===== config.mk =====
export PLATFORM = sky130hd
export DESIGN_NAME = pwm_dac_driver
export DESIGN_NICKNAME = d
export VERILOG_FILES = /design/src/rtl/pwm_dac_driver.sv
export SDC_FILE = /design/constraint.sdc
export NUM_CORES = 1
export LEC_CHECK = 0
export ABC_AREA = 0
export BUFFER_PORTS_ARGS = -buffer_cell sky130_fd_sc_hd__buf_2
export CORE_UTILIZATION = 57
export CTS_BUF_LIST = sky130_fd_sc_hd__clkbuf_4
export DETAILED_ROUTE_END_ITERATION = 8
export PLACE_DENSITY = 0.87
export SLEW_MARGIN = 20
export SYNTH_ARGS = -nofsm -noshare
export SYNTH_HDL_FRONTEND = slang
export SYNTH_SLANG_ARGS = --single-unit

===== constraint.sdc =====
create_clock -name CLKOSILLATOR -period 1.85 [get_ports CLKOSILLATOR]
set_input_delay 0.185 -clock CLKOSILLATOR [delete_from_list [all_inputs] [get_ports CLKOSILLATOR]]
set_output_delay 0.185 -clock CLKOSILLATOR [all_outputs]
set_load 0.01 [all_outputs]

===== src/rtl/pwm_dac_driver.sv =====
// PWM output stage for an external RC DAC filter: captures generator samples,
// shapes/attenuates them and applies them as PWM duty only on period boundaries.
module pwm_dac_driver #(
  parameter int unsigned DATA_W   = 8,
  parameter int unsigned PRESCALE = 1
) (
  input  logic              CLKOSILLATOR,
  input  logic              RST,
  input  logic              ENB,
  input  logic [DATA_W-1:0] OUTPUTWAVE,
  input  logic              SAMPLE_STB,
  input  logic [2:0]        GAIN,
  input  logic              INVERT,
  input  logic              OVR_CLR,
  output logic              PWM_OUT,
  output logic [DATA_W-1:0] DUTY,
  output logic              PERIOD_END,
  output logic              OVERRUN
);

  localparam int unsigned DIV_W = (PRESCALE > 1) ? $clog2(PRESCALE) : 1;
  localparam logic [DATA_W-1:0] CNT_MAX = '1;

  logic [DIV_W-1:0]  div_q, div_d;
  logic [DATA_W-1:0] cnt_q, cnt_d;
  logic [DATA_W-1:0] duty_q, duty_d;
  logic [DATA_W-1:0] pend_q, pend_d;
  logic              pend_valid_q, pend_valid_d;
  logic              pwm_q, pwm_d;
  logic              period_end_q, period_end_d;
  logic              overrun_q, overrun_d;

  logic              tick_c;
  logic              wrap_c;
  logic              capture_c;
  logic [DATA_W-1:0] shaped_c;
  logic [DATA_W-1:0] processed_c;

  // Tick, wrap and sample shaping
  always_comb begin
    tick_c      = ENB && (div_q == DIV_W'(PRESCALE - 1));
    wrap_c      = tick_c && (cnt_q == CNT_MAX);
    capture_c   = SAMPLE_STB && ENB;
    shaped_c    = INVERT ? ~OUTPUTWAVE : OUTPUTWAVE;
    processed_c = shaped_c >> GAIN;
  end

  always_ff @(posedge CLKOSILLATOR or negedge RST) begin
    if (!RST) begin
      div_q        <= '0;
      cnt_q        <= '0;
      duty_q       <= '0;
      pend_q       <= '0;
      pend_valid_q <= 1'b0;
      pwm_q        <= 1'b0;
      period_end_q <= 1'b0;
      overrun_q    <= 1'b0;
    end else begin
      div_q        <= div_d;
      cnt_q        <= cnt_d;
      duty_q       <= duty_d;
      pend_q       <= pend_d;
      pend_valid_q <= pend_valid_d;
      pwm_q        <= pwm_d;
      period_end_q <= period_end_d;
      overrun_q    <= overrun_d;
    end
  end

  always_comb begin
    div_d        = div_q;
    cnt_d        = cnt_q;
    duty_d       = duty_q;
    pend_d       = pend_q;
    pend_valid_d = pend_valid_q;
    overrun_d    = overrun_q;
    period_end_d = wrap_c;
    pwm_d        = ENB && (cnt_q < duty_q);

    if (ENB) begin
      div_d = tick_c ? '0 : div_q + DIV_W'(1);
    end
    if (tick_c) begin
      cnt_d = cnt_q + DATA_W'(1);
    end

    // Load uses the old pending value; a same-cycle capture refills it afterwards
    if (wrap_c && pend_valid_q) begin
      duty_d       = pend_q;
      pend_valid_d = 1'b0;
    end
    if (capture_c) begin
      pend_d       = processed_c;
      pend_valid_d = 1'b1;
    end

    if (capture_c && pend_valid_q && !wrap_c) begin
      overrun_d = 1'b1;
    end else if (OVR_CLR) begin
      overrun_d = 1'b0;
    end
  end

  assign PWM_OUT    = pwm_q;
  assign DUTY       = duty_q;
  assign PERIOD_END = period_end_q;
  assign OVERRUN    = overrun_q;

endmodule


=== Yosys cells after proc, flatten, opt, wreduce, memory -nomap -nowiden ===
Cells that the tools add are included.

* Order comparisons: 1
* Equal/unequal tests: 1
* Shift operators: 1
* $add $sub $neg: 2
* Muxes and demuxes: 6
* Reduce and logical (&&, ||, !) cells: 10
* Bitwise gates (word level): 2

{| class="wikitable"
|+ Operator list
! operator !! number
|-
| adder 8 x 1 -> 8 bit (second input constant) || 1
|-
| == test 8 bit (second input constant) || 1
|-
| < comparator 8 bit || 1
|-
| two-way mux 8 bit || 1
|-
| inverter 8 bit || 1
|-
| >> shifter 8 x 3 -> 8 bit || 1
|-
| logical AND 1 bit || 7
|-
| two-way mux 1 bit || 5
|-
| nonzero test 2 bit || 2
|-
| adder 1 bit (second input constant) || 1
|-
| logical NOT 1 bit || 1
|-
| inverter 1 bit || 1
|}

* Output and inout bits: 11
* Input bits: 17
* Flip-flop bits (word level): 29
* Word-level logic and storage cells: 31

=== Logic depth before layout (Yosys ltp) ===
* Word-level depth: 6
* Gate-level depth with buffers: 6
* Gate-level depth less buffers: 6

=== Worst setup path before layout ===
No wires, ideal clock.

* Kind: register to register
* Start point: register div_q
* End point: register duty_q[0] (netlist: DUTY[0])
* Buffers on the path: 0
* Clock period less this slack: 1510 ps
* Path slack: 340 ps
* Cell stages (with the launch flop): 6
* Data arrival time: 1385 ps
* Library setup time: 125 ps
* Required time: 1725 ps
* Path through: dfrtp_1 > and2b_2 > and3_4 > nor3b_4 > nand2_4 > mux2_2

* Cells in the longest elaborated chain, start to end: 4

{| class="wikitable"
|+ RTL lines
! item !! RTL line !! source
|-
| from (decl) || 24 || <nowiki>logic [DIV_W-1:0] div_q, div_d;</nowiki>
|-
| from (signal assigned) || 59 || <nowiki>div_q <= div_d;</nowiki>
|-
| inverter 1 bit || 41 || <nowiki>tick_c = ENB && (div_q == DIV_W'(PRESCALE - 1));</nowiki>
|-
| logical AND 1 bit || 41 ||
|-
| logical AND 1 bit || 42 || <nowiki>wrap_c = tick_c && (cnt_q == CNT_MAX);</nowiki>
|-
| net period_end_d || 30 || <nowiki>logic period_end_q, period_end_d;</nowiki>
|-
| logical AND 1 bit || 88 || <nowiki>if (wrap_c && pend_valid_q) begin</nowiki>
|-
| to (signal assigned) || 61 || <nowiki>duty_q <= duty_d;</nowiki>
|-
| to (decl) || 26 || <nowiki>logic [DATA_W-1:0] duty_q, duty_d;</nowiki>
|}

The timed path passes the listed nets, and every way through them passes these cells.
A chain may end at the register's enable or synchronous reset.

=== Worst setup path in the final report ===
* Start point: register div_q
* End point: register duty_q[4] (netlist: DUTY[4])

Same word-level chain as after synthesis.

==> results.yml <==
status:
  status: "completed"
synthesis:
  yosys.area_share.xor_xnor_pct: 8.80
  synth_ff_type: "dfrtp_1"
  ys_types: 32
  yosysTopAreaCellShare_pct: 45.6
  netlist_instances: 140
  muxShareOfSynthArea_pct: 14.7
  synth_compound_area_share_pct: 7.86
  ys_warn_count: 0
  netlist_area_sq_um: 1590
  synth_common_cells: "dfrtp_1 (29), inv_1 (11), nand2_1 (11), xnor2_1 (11), mux2_2 (9)"
  synth_area_leader_cell: "dfrtp_1"
  synth_fa_ha_area_share_pct: 6.28
  synthArstFlopShare_pct: 100
  synth_top_family_by_area: "multiplexers"
  synth-simple-area-share_pct: 12.8
  synth_edf_count: 0
  synth_area_leaders: "dfrtp_1 (46%), mux4_2 (7.1%), mux2_2 (6.4%), ha_1 (6.3%), xnor2_1 (6.0%)"
  synth.most_common_cell: "dfrtp_1"
  yosysSeqAreaShare_pct: 45.6
  syn_avg_cell_area_sq_um: 11.4
  synth_seq_cells: 29
  syn_nets: 165
clocking:
  cts-resized-gates: 0
  cts-root-buf: "clkbuf_4"
  cts_buffer_depth: 2
  clk_latency_ns: 0.31
  cts_max_level: 2
  cts_made_buffers: 5
  cts_tree: "done"
  cts.reportedPaths.clkPinSlew_ns: 0.08
  cts_sinks: 29
  hold_buffers: 1
  cts_setup_buffers: 0
worst_setup_path:
  required_ns: 2.05
  timing.rr.start: "div_q"
  ff2ff_setup_slack_ns: 0.20
  cp_top_family: "simple AND/OR/NAND/NOR gates"
  slowest_delay_ns: 0.38
  r2r-end: "DUTY[4]"
  rr_worst_depth: 5
  cp_max_fo: 8
  cp_slowest_cell: "dfrtp_1"
  path_cells: "and2b_2, and3_4, nor3b_4, nand2_4, mux2_2"
  critical_path_class: "register to register"
  worstPathArrival_ns: 1.85
  end_kind: "register"
  critPathLaunchType: "register"
  cp_num_buf_inv: 0
detailed_routing:
  drt-total-wl_mm: 2.84
  postRouteAntennaNets: 0
  avgRoutedWirePerCell_um: 14.2
  via_per_inst: 5.66
  dr.pass1.iters: 5
  dr.first_iter.drc_count: 21
  vias: 1131
  drcViolationCount: 0
cells_and_area:
  antenna_cells: 0
  nets: 195
  fin_cells: 200
  area_delta_synth_final_pct: 13.1
  drive_above_1_share_pct: 30.0
grt:
  antenna_found_initial: 0
  grt_pass1_wl_mm: 4.75
  grt_pass1_vias: 1143
  grt_max_degree: 30
  grt_usage_pct: 23.3
  overflow: 0
power:
  peakVddDrop_v: 0.000698
  p_leak_nw: 0.840
  power_density_nw_per_um2: 884
timing:
  tightest_slew_ns: 0.618
  clock_skew_ns: 0.00672
  fmax_mhz: 607
  period_share_pct: 89.1
  min_period_ns: 1.65
  slew_headroom_pct: 58.8
  setup_tns_ns: 0
  drv_slew: 0
  setup_viol: 0
  rsz0062_at_grt: "no"
  worst_slack_ns: 0.202
  hold_viol: 0
placed_design:
  dp.cells: 192
  dp_hpwl_mm: 2.25
  place_ws_ns: 0.211
  gp_congestion: 0.723
  port_buffers: 27
flow_run:
  max_cap_viol_count: 0
floorplan:
  die_h_um: 54.9
  ios: 28
  rows: 18
  die_area_sq_um: 3010
  core_area_sq_um: 2570
  start_util_pct: 62.0
  die_x_um: 54.9
hold_path:
  hp-class: "input port to register"
  hold_start: "OVR_CLR"
  holdPathEnd: "OVERRUN"
  hold_path_depth: 2
==> worst max-delay path by stage <==
stage | startpoint | cells after the start | to
3_3_place_gp | div_q | 5 | DUTY[1]
6_report | div_q | 5 | DUTY[4]
2_1_floorplan | div_q | 5 | DUTY[0]
4_1_cts | div_q | 5 | DUTY[2]
5_1_grt | div_q | 5 | DUTY[4]
3_5_place_dp | div_q | 5 | DUTY[0]
==> cell families after synthesis <==
group / after synthesis
AND/OR/NAND/NOR: 36
flip-flops: 29
AO/OA/AOI/OAI: 19
XOR/XNOR: 16
buffers and inverters: 16
multiplexers: 16
adder cells (fa/ha/maj): 8
==> sequential cells by signal (all words and copies together) (netlist names) <==
name,cells
DUTY,8
OVERRUN,1
pend_q,8
div_q,1
cnt_q,8
pend_valid_q,1
PWM_OUT,1
PERIOD_END,1
==> cell usage in the layout (no fill, tap or decap), drive strengths merged, types with 2 or more instances in the layout <==
cell    instances
a211oi          3
a21oi           2
a22o            2
a31oi           3
buf            27
clkbuf          6
dfrtp          29
ha              8
inv            11
mux2            9
mux2i           2
mux4            5
nand2          12
nand2b          2
nand4           5
nor2            7
nor2b           2
nor3            2
o21ai           4
o31ai           2
xnor2          11
xor2            5
==> report_power, final <==
part	switching [W]	internal, W
Combinational	0.000188	0.000211
Clock	0.000190	0.000152
Sequential	0.000117	0.000734
==> layer usage <==
layer | vias up | GRT usage (%) | wire length (um)
met1 | 549 | 24.5 | 1170
li1 | 549 | - | -
met4 | 0 | 12.0 | 59
met3 | 5 | 5.00 | 96
met5 | - | 0 | 0
met2 | 28 | 42.8 | 1510
==> per-stage QoR <==
stage | power (W) | hold slack, ns | area (sq um) | utilization (%)
floorplan | 0.00113 | -0.111 | 1590 | -
global placement | 0.00122 | 0.227 | 1740 | 67.9
detailed placement | 0.00127 | 0.234 | 1740 | 67.9
CTS | 0.00161 | 0.0446 | 1800 | 70.2
global route | 0.00171 | 0.0489 | 1800 | 70.2
finish | 0.00159 | 0.0581 | 1800 | 70.2
==> worst register-to-register path: cells and delay by family, from the launching register on <==
| kind | cells | cell delay, ns |
|---|---|---|
| AND/OR/NAND/NOR | 4 | 0.86 |
| flip-flops | 1 | 0.38 |
| multiplexers | 1 | 0.29 |
==> layout make-up <==
class | count | area, sq um
repair buffers | 28 | 145
flip-flops and latches | 29 | 726
clock inverters | 1 | 3.75
clock buffers | 6 | 45.0
well taps | 30 | 37.5
fillers | 198 | 766
inverters | 11 | 41.3
multi-input cells | 95 | 803
No activity file was read; power rests on OpenSTA's default activity.
